--- src/rtl/regfile_write_arbiter.sv ---
// regfile_write_arbiter: shares the register file write port between core
// writeback (highest priority, zero latency) and a buffered secondary unit.
// Secondary results wait in a small FIFO, and their destinations act as a
// scoreboard for read hazards. A starvation counter forces a one-cycle core
// stall so that the FIFO always makes progress.
//
// Handshake: a secondary result transfers at the posedge where
// sec_valid && sec_ready. sec_ready is decoded from the registered count
// only, so a pop in the same cycle never frees a slot early. Results
// addressed to x0 are accepted and dropped.
module regfile_write_arbiter #(
  parameter int DEPTH    = 4,
  parameter int MAX_WAIT = 8,
  parameter int XLEN     = 32
) (
  input  logic                       clk,
  input  logic                       rst,
  input  logic                       core_we,
  input  logic [4:0]                 core_rd,
  input  logic [XLEN-1:0]            core_wdata,
  input  logic                       sec_valid,
  output logic                       sec_ready,
  input  logic [4:0]                 sec_rd,
  input  logic [XLEN-1:0]            sec_wdata,
  input  logic [4:0]                 rs1,
  input  logic [4:0]                 rs2,
  output logic                       hazard,
  output logic                       stall_core,
  output logic                       rf_we,
  output logic [4:0]                 rf_addr,
  output logic [XLEN-1:0]            rf_wdata,
  output logic [$clog2(DEPTH):0]     fifo_count
);

  localparam int PW = $clog2(DEPTH);
  localparam int CW = PW + 1;
  localparam int WW = $clog2(MAX_WAIT + 1);
  localparam logic [CW-1:0] FULL_CNT = CW'(DEPTH);
  localparam logic [WW-1:0] WAIT_MAX = WW'(MAX_WAIT);

  logic [PW-1:0]   rd_ptr_q, rd_ptr_d;
  logic [PW-1:0]   wr_ptr_q, wr_ptr_d;
  logic [CW-1:0]   count_q, count_d;
  logic [WW-1:0]   wait_q, wait_d;
  logic [DEPTH-1:0] live_q, live_d;
  logic [4:0]      rd_mem_q   [DEPTH];
  logic [XLEN-1:0] data_mem_q [DEPTH];

  logic empty;
  logic ce;
  logic head_live;
  logic pop;
  logic push;

  assign empty      = (count_q == '0);
  assign sec_ready  = (count_q < FULL_CNT);
  assign stall_core = (wait_q == WAIT_MAX) && !empty;
  assign fifo_count = count_q;
  assign push       = sec_valid && sec_ready && (sec_rd != 5'd0);

  // Slot selection: core write wins unless a forced drain is due; a dead
  // head is popped silently even while the core owns the port.
  always_comb begin
    ce        = core_we && (core_rd != 5'd0) && !stall_core;
    head_live = live_q[rd_ptr_q];
    pop       = 1'b0;
    rf_we     = 1'b0;
    rf_addr   = 5'd0;
    rf_wdata  = '0;
    if (ce) begin
      rf_we    = 1'b1;
      rf_addr  = core_rd;
      rf_wdata = core_wdata;
      pop      = !empty && !head_live;
    end else if (!empty) begin
      pop      = 1'b1;
      rf_we    = head_live;
      rf_addr  = rd_mem_q[rd_ptr_q];
      rf_wdata = data_mem_q[rd_ptr_q];
    end
  end

  // Read hazard: any stored live entry targeting a nonzero source register.
  always_comb begin
    hazard = 1'b0;
    for (int i = 0; i < DEPTH; i++) begin
      if (live_q[i] && (((rd_mem_q[i] == rs1) && (rs1 != 5'd0)) ||
                        ((rd_mem_q[i] == rs2) && (rs2 != 5'd0)))) begin
        hazard = 1'b1;
      end
    end
  end

  // Next-state for pointers, occupancy, live bits and the starvation counter.
  always_comb begin
    rd_ptr_d = pop  ? rd_ptr_q + PW'(1) : rd_ptr_q;
    wr_ptr_d = push ? wr_ptr_q + PW'(1) : wr_ptr_q;
    count_d  = count_q + CW'(push) - CW'(pop);
    live_d   = live_q;
    // Older entries overwritten by a core write must not land later.
    for (int i = 0; i < DEPTH; i++) begin
      if (ce && live_q[i] && (rd_mem_q[i] == core_rd)) begin
        live_d[i] = 1'b0;
      end
    end
    if (pop) begin
      live_d[rd_ptr_q] = 1'b0;
    end
    // The incoming entry is younger than the core write and stays live.
    if (push) begin
      live_d[wr_ptr_q] = 1'b1;
    end
    if (pop || empty) begin
      wait_d = '0;
    end else if (wait_q != WAIT_MAX) begin
      wait_d = wait_q + WW'(1);
    end else begin
      wait_d = wait_q;
    end
  end

  // Control state register with asynchronous reset.
  always_ff @(posedge clk or posedge rst) begin
    if (rst) begin
      rd_ptr_q <= '0;
      wr_ptr_q <= '0;
      count_q  <= '0;
      wait_q   <= '0;
      live_q   <= '0;
    end else begin
      rd_ptr_q <= rd_ptr_d;
      wr_ptr_q <= wr_ptr_d;
      count_q  <= count_d;
      wait_q   <= wait_d;
      live_q   <= live_d;
    end
  end

  // Entry payload storage; validity is carried entirely by live_q.
  always_ff @(posedge clk) begin
    if (push) begin
      rd_mem_q[wr_ptr_q]   <= sec_rd;
      data_mem_q[wr_ptr_q] <= sec_wdata;
    end
  end

endmodule
--- config.mk ---
export PLATFORM = sky130hd
export DESIGN_NAME = regfile_write_arbiter
export DESIGN_NICKNAME = d
export VERILOG_FILES = /design/src/rtl/regfile_write_arbiter.sv
export SDC_FILE = /design/constraint.sdc
export NUM_CORES = 1
export LEC_CHECK = 0
export ABC_AREA = 1
export CAP_MARGIN = 20
export CORE_UTILIZATION = 30
export DETAILED_ROUTE_END_ITERATION = 10
export GPL_ROUTABILITY_DRIVEN = 0
export PLACE_DENSITY = 0.56
export SYNTH_ARGS = -nofsm -noshare
export SYNTH_HDL_FRONTEND = slang
export SYNTH_SLANG_ARGS = --single-unit
--- constraint.sdc ---
create_clock -name clk -period 3.2 [get_ports clk]
set_clock_uncertainty 0.05 [all_clocks]
set_input_delay 0.32 -clock clk [delete_from_list [all_inputs] [get_ports clk]]
set_output_delay 0.32 -clock clk [all_outputs]
set_load 0.005 [all_outputs]
* Yosys cells after proc, flatten, opt, wreduce, memory -nomap -nowiden
Memories as Yosys holds them, arrays and structs flattened.
Cells that the tools add are included.
** Storage, ports and cells
- Memories :: 2
- Register bits :: 15
- Input port bits :: 88
- Bits in writable memories :: 148
- Output and inout port bits :: 44
** Cells by class
- Add/sub/neg operators :: 5
- Bitwise logic cells :: 3
- Muxes and demuxes :: 28
- Reduce and logical (&&, ||, !) cells :: 42
- $lt $le $gt $ge :: 5
- Equality and inequality tests :: 14
** Memory list
- data_mem_q :: depth 4, bits a word 32, read ports 1, clocked after Yosys merged registers in 0, write ports 1, line 47 : logic [XLEN-1:0] data_mem_q [DEPTH];
- rd_mem_q :: depth 4, bits a word 5, read ports 5, clocked after Yosys merged registers in 0, write ports 1, line 46 : logic [4:0] rd_mem_q [DEPTH];
** Operators by type and width (number)
- two-way mux 32 bit :: 2
- == test 5 bit :: 12
- logical AND 1 bit :: 28
- nonzero test 5 bit :: 4
- two-way mux 1 bit :: 17
- two-way mux 4 bit :: 4
- two-way mux 5 bit :: 2
- less-than comparator 2 x 3 -> 1 bit, second input constant :: 2
- logical OR 1 bit :: 5
- adder 2 x 1 -> 2 bit, second input constant :: 2
- adder 4 x 1 -> 4 bit, second input constant :: 1
- AND 4 bit :: 1
- demux 1 bit (select 2 bit) :: 2
- == test 4 bit, second input constant :: 1
- >= comparator 2 x 1 -> 1 bit, second input constant :: 2
- != test 4 bit, second input constant :: 1
- inverter 4 bit :: 1
- OR 4 bit :: 1
- adder 3 x 1 -> 3 bit :: 1
- zero test 1 bit :: 3
- zero test 3 bit :: 1
- less-than comparator 3 bit, second input constant :: 1
- subtractor 3 x 1 -> 3 bit :: 1
- binary-select mux 1 bit (select 2 bit) :: 1
- nonzero test 2 bit :: 1

* Logic depth before layout (Yosys ltp)
- Word-level depth :: 12
- Depth in mapped cells :: 15
- Mapped depth without buffers :: 15

* Worst setup path after synthesis
Ideal clock, no wire load.
- Path type :: register to register
- From :: register wait_q[0]
- To :: register count_q[2], in the netlist fifo_count[2]
- Data arrival time :: 2141 ps
- Slack :: 881 ps
- Period minus slack after synthesis :: 2319 ps
- Path buffers :: 0
- Stages on the path, launching flop included :: 16
- Cells stage by stage :: dfrtp_1 > inv_1 > ha_1 > nand2_1 > inv_1 > nand3_2 > nand3_4 > inv_4 > nand2_4 > nand2_4 > xor2_1 > ha_1 > inv_1 > fa_1 > xnor2_1 > xor2_1
** On the way
- Longest elaborated chain between the ends :: 6
** RTL lines
- from (decl) :: line 44 : logic [WW-1:0] wait_q, wait_d;
- from (signal assigned) :: line 134 : wait_q <= wait_d;
- == test 4 bit :: line 57 : assign stall_core = (wait_q == WAIT_MAX) && !empty;
- logical AND 1 bit :: line 57
- zero test 1 bit :: line 64 : ce = core_we && (core_rd != 5'd0) && !stall_core;
- logical AND 1 bit :: line 64
- two-way mux 1 bit :: line 70 : if (ce) begin
- subtractor 3 x 1 -> 3 bit :: line 98 : count_d = count_q + CW'(push) - CW'(pop);
- via count_d[2] :: line 43 : logic [CW-1:0] count_q, count_d;
- to (signal assigned) :: line 133 : count_q <= count_d;
- to (decl) :: line 43
The timed path passes the listed nets, and every way through them passes these cells.
A chain may end at the register's enable or synchronous reset.

* Final worst setup path
- From :: register rd_ptr_q[0]
- To :: output port rf_wdata[28]
** On the way
- Longest elaborated chain between the ends :: 3
** RTL lines
- from (decl) :: line 41 : logic [PW-1:0] rd_ptr_q, rd_ptr_d;
- from (signal assigned) :: line 131 : rd_ptr_q <= rd_ptr_d;
- memory (4 x 32 bit)
- two-way mux 32 bit :: line 75 : end else if (!empty) begin
- two-way mux 32 bit :: line 70
- to (decl) :: line 31 : output logic [XLEN-1:0] rf_wdata,
No other way between the ends.

==> metrics.txt <==
status finished, final reports clean; die area 27300 µm²; Max Transition Viols Final 0; Avg Cell Area, Syn just under 10 µm²; Worst Setup End Kind primary output; worst-margin pin slew 0.594 ns; TritonCTS clock tree done; Core Rows 59; Data arrival, critical path 2.66 ns; Via density between 4 and 5; Residual DRC 0; FMAX 330 MHz; P&R area growth vs syn 28.0%; hold violation count in the final report 0; compound-gate portion of the synthesized area 10.2%; WL final approximately 20 mm; Register-to-Register Path Depth 15; Worst EP required 2.83 ns; xor/xnor cell area share of the yosys netlist 5.59%; post-route non-filler standard cell count ~1300; RSZ-0062 raised after global routing false; Pwr Density 738 nW/µm²; Setup Viol. Count Final 0; CP Max Fanout 19; YS warnings 0; Post-CTS Hold Buffers 0; Post-Synth Adder-Cell Area under 10%; Simple-Gate Fraction of Synth Area about 17%; htree depth 4; starting density of the core 30.7%; final hold slack 0.227 ns; Seq/Total Area, Yosys 60.3%; share of cells above drive strength 1 7.44%; post-route cell area a little over 10000 µm²; Setup CP Type flip-flop to primary output; first-pass GRT wire length between 30 and 40 mm; startpoint types flip-flop; Pre-antenna DRT Iters 5; post-CTS setup repair buffer count 0; GRT Resource Usage Total about 15%; Post-Syn Area roughly 8000 µm²; vias in the first global route 5750; Clock Tree Root clkbuf_16; via count 5807; Reg clk slew, reported paths roughly 0.060 ns; Final nets 1028; core area 26100 µm²; die height around 170 µm; cts bufs inserted 17; dpl cell area around 9700 µm²; post-CTS sizing 0; hpwl dp 12.8 mm; DIE WIDTH 165 µm; mux share of post-synthesis cell area 0%; DP Cell Count approximately 1200; post-route ant nets 0; max-cap violations 0; Yosys reg bits about 160; Max clock buf depth 2; initial antenna violation count 0; clk sinks 163; pin count of the biggest net entering global routing 53; relative slew slack between 60% and 70%; Tmin final 3.03 ns; Skew-Pair Late Insertion Delay 0.41 ns; post-synth cell types 32; leakage power 3.84 nW; DRT iter0 DRCs 341; Peak VDD IR 328 µV; syn_nets 907; I/O pin total around 130; Wirelength per Cell 15.5 µm; largest family of logic cells by synthesized area simple AND/OR/NAND/NOR gates; Final period util between 90% and 100%; PortBufs between 100 and 150; Syn Inst Count 807; Sum Neg Setup Slack 0 ns; Min-Delay Path Class primary input to asynchronous set/reset pin; total gr overflow 0
## Yosys cell counts (all sizes together)
| cell type | n | area [µm²] |
|---|---|---|
| clkbuf | 20 | 77.6 |
| nand3 | 20 | 118 |
| ha | 11 | 138 |
| nand2 | 205 | 800 |
| edfxtp | 148 | 4440 |
| o2111ai | 2 | 17.5 |
| nor2 | 98 | 383 |
| xor2 | 12 | 105 |
| nor3 | 1 | 5.00 |
| dfrtp | 15 | 375 |
| o211ai | 2 | 15.0 |
| fa | 1 | 20.0 |
| inv | 50 | 190 |
| a21boi | 2 | 22.5 |
| buf | 26 | 144 |
| xnor2 | 39 | 342 |
| o21ai | 111 | 556 |
| a21oi | 40 | 208 |
| nand4 | 4 | 31.3 |
## registers in the layout, summed over array words and instances (netlist names)
signal / count
data_mem_q: 128
fifo_count: 3
live_q: 4
rd_mem_q: 20
rd_ptr_q: 2
wait_q: 4
wr_ptr_q: 2
## routing by layer
layer | vias to the layer above | global-route usage (%) | share of wire [%]
met5 | - | 0 | 0
met4 | 0 | 4.67 | 0.98
met3 | 15 | 3.62 | 6.3
met2 | 148 | 25.5 | 49
met1 | 2707 | 18.7 | 44
li1 | 2937 | - | -
## logic make-up after synthesis
kind of cell	after synthesis
AOI/OAI and AO/OA	157
xor gates and xnor gates	51
adders and majority gates	12
buffers and inverters	96
DFF	163
and+or+nand+nor	328
## critical path: stages, from the launching register on
cell and delay [ns]:
dfrtp_2 0.48, inv_2 0.27, buf_4 0.31, nand2_1 0.08
a21oi_1 0.13, o21ai_0 0.20, o21ai_0 0.25, clkdlybuf4s50_1 0.53
## final cells by class
class / instances / area (µm²)
multi-input cells: 548 / 2760
repair buffers: 148 / 1510
clock inverters: 14 / 88.8
fillers: 2589 / 15800
inverters: 50 / 190
well taps: 335 / 419
flip-flops and latches: 163 / 4820
diodes: 1 / 2.50
clock buffers: 18 / 429
## cells in the final DEF, fill, tap and decap left out, types with 3 or more instances in the layout
cell type / count
nand3_1: 18
clkbuf_16: 17
buf_4: 11
o21ai_1: 13
clkinv_2: 6
dfrtp_1: 13
nand4_1: 3
inv_2: 4
clkinv_4: 3
o21ai_0: 98
edfxtp_1: 148
a21oi_1: 38
clkinv_1: 6
nor2_2: 6
ha_1: 11
xnor2_1: 39
buf_12: 6
nand2_1: 201
inv_1: 41
clkdlybuf4s50_1: 131
nand2_4: 4
nor2_1: 92
xor2_1: 12
## where the power goes
group	internal (mW)	switching, mW	total [mW]
sequential	2.69	0.182	2.87
combinational	1.18	1.72	2.90
clock	0.984	0.795	1.78
total	4.85	2.70	7.55
## metrics by stage
stage	power, mW	worst slack [ns]	util (%)
global route	8.09	0.00163	39.2
CTS	7.67	0.167	39.2
finish	7.55	0.166	39.2
floorplan	4.58	0.881	-
global placement	5.85	0.440	37.2
detailed placement	5.87	0.403	37.2
## path summary, 6_finish.rpt
check	to	slack, ns	startpoint
hold / removal	fifo_count[1]$_DFF_PP0_	0.23	rst
min in group clk	wait_q[0]$_DFFE_PP0P_	0.44	wait_q[0]$_DFFE_PP0P_
max in group asynchronous	rd_ptr_q[0]$_DFFE_PP0P_	2.45	rst
hold reg to reg	wait_q[0]$_DFFE_PP0P_	0.44	wait_q[0]$_DFFE_PP0P_
setup / recovery	rf_wdata[28]	0.17	rd_ptr_q[0]$_DFFE_PP0P_
setup reg to reg	fifo_count[2]$_DFF_PP0_	0.66	wait_q[0]$_DFFE_PP0P_
Note: power is estimated with default switching activity, not from simulation.
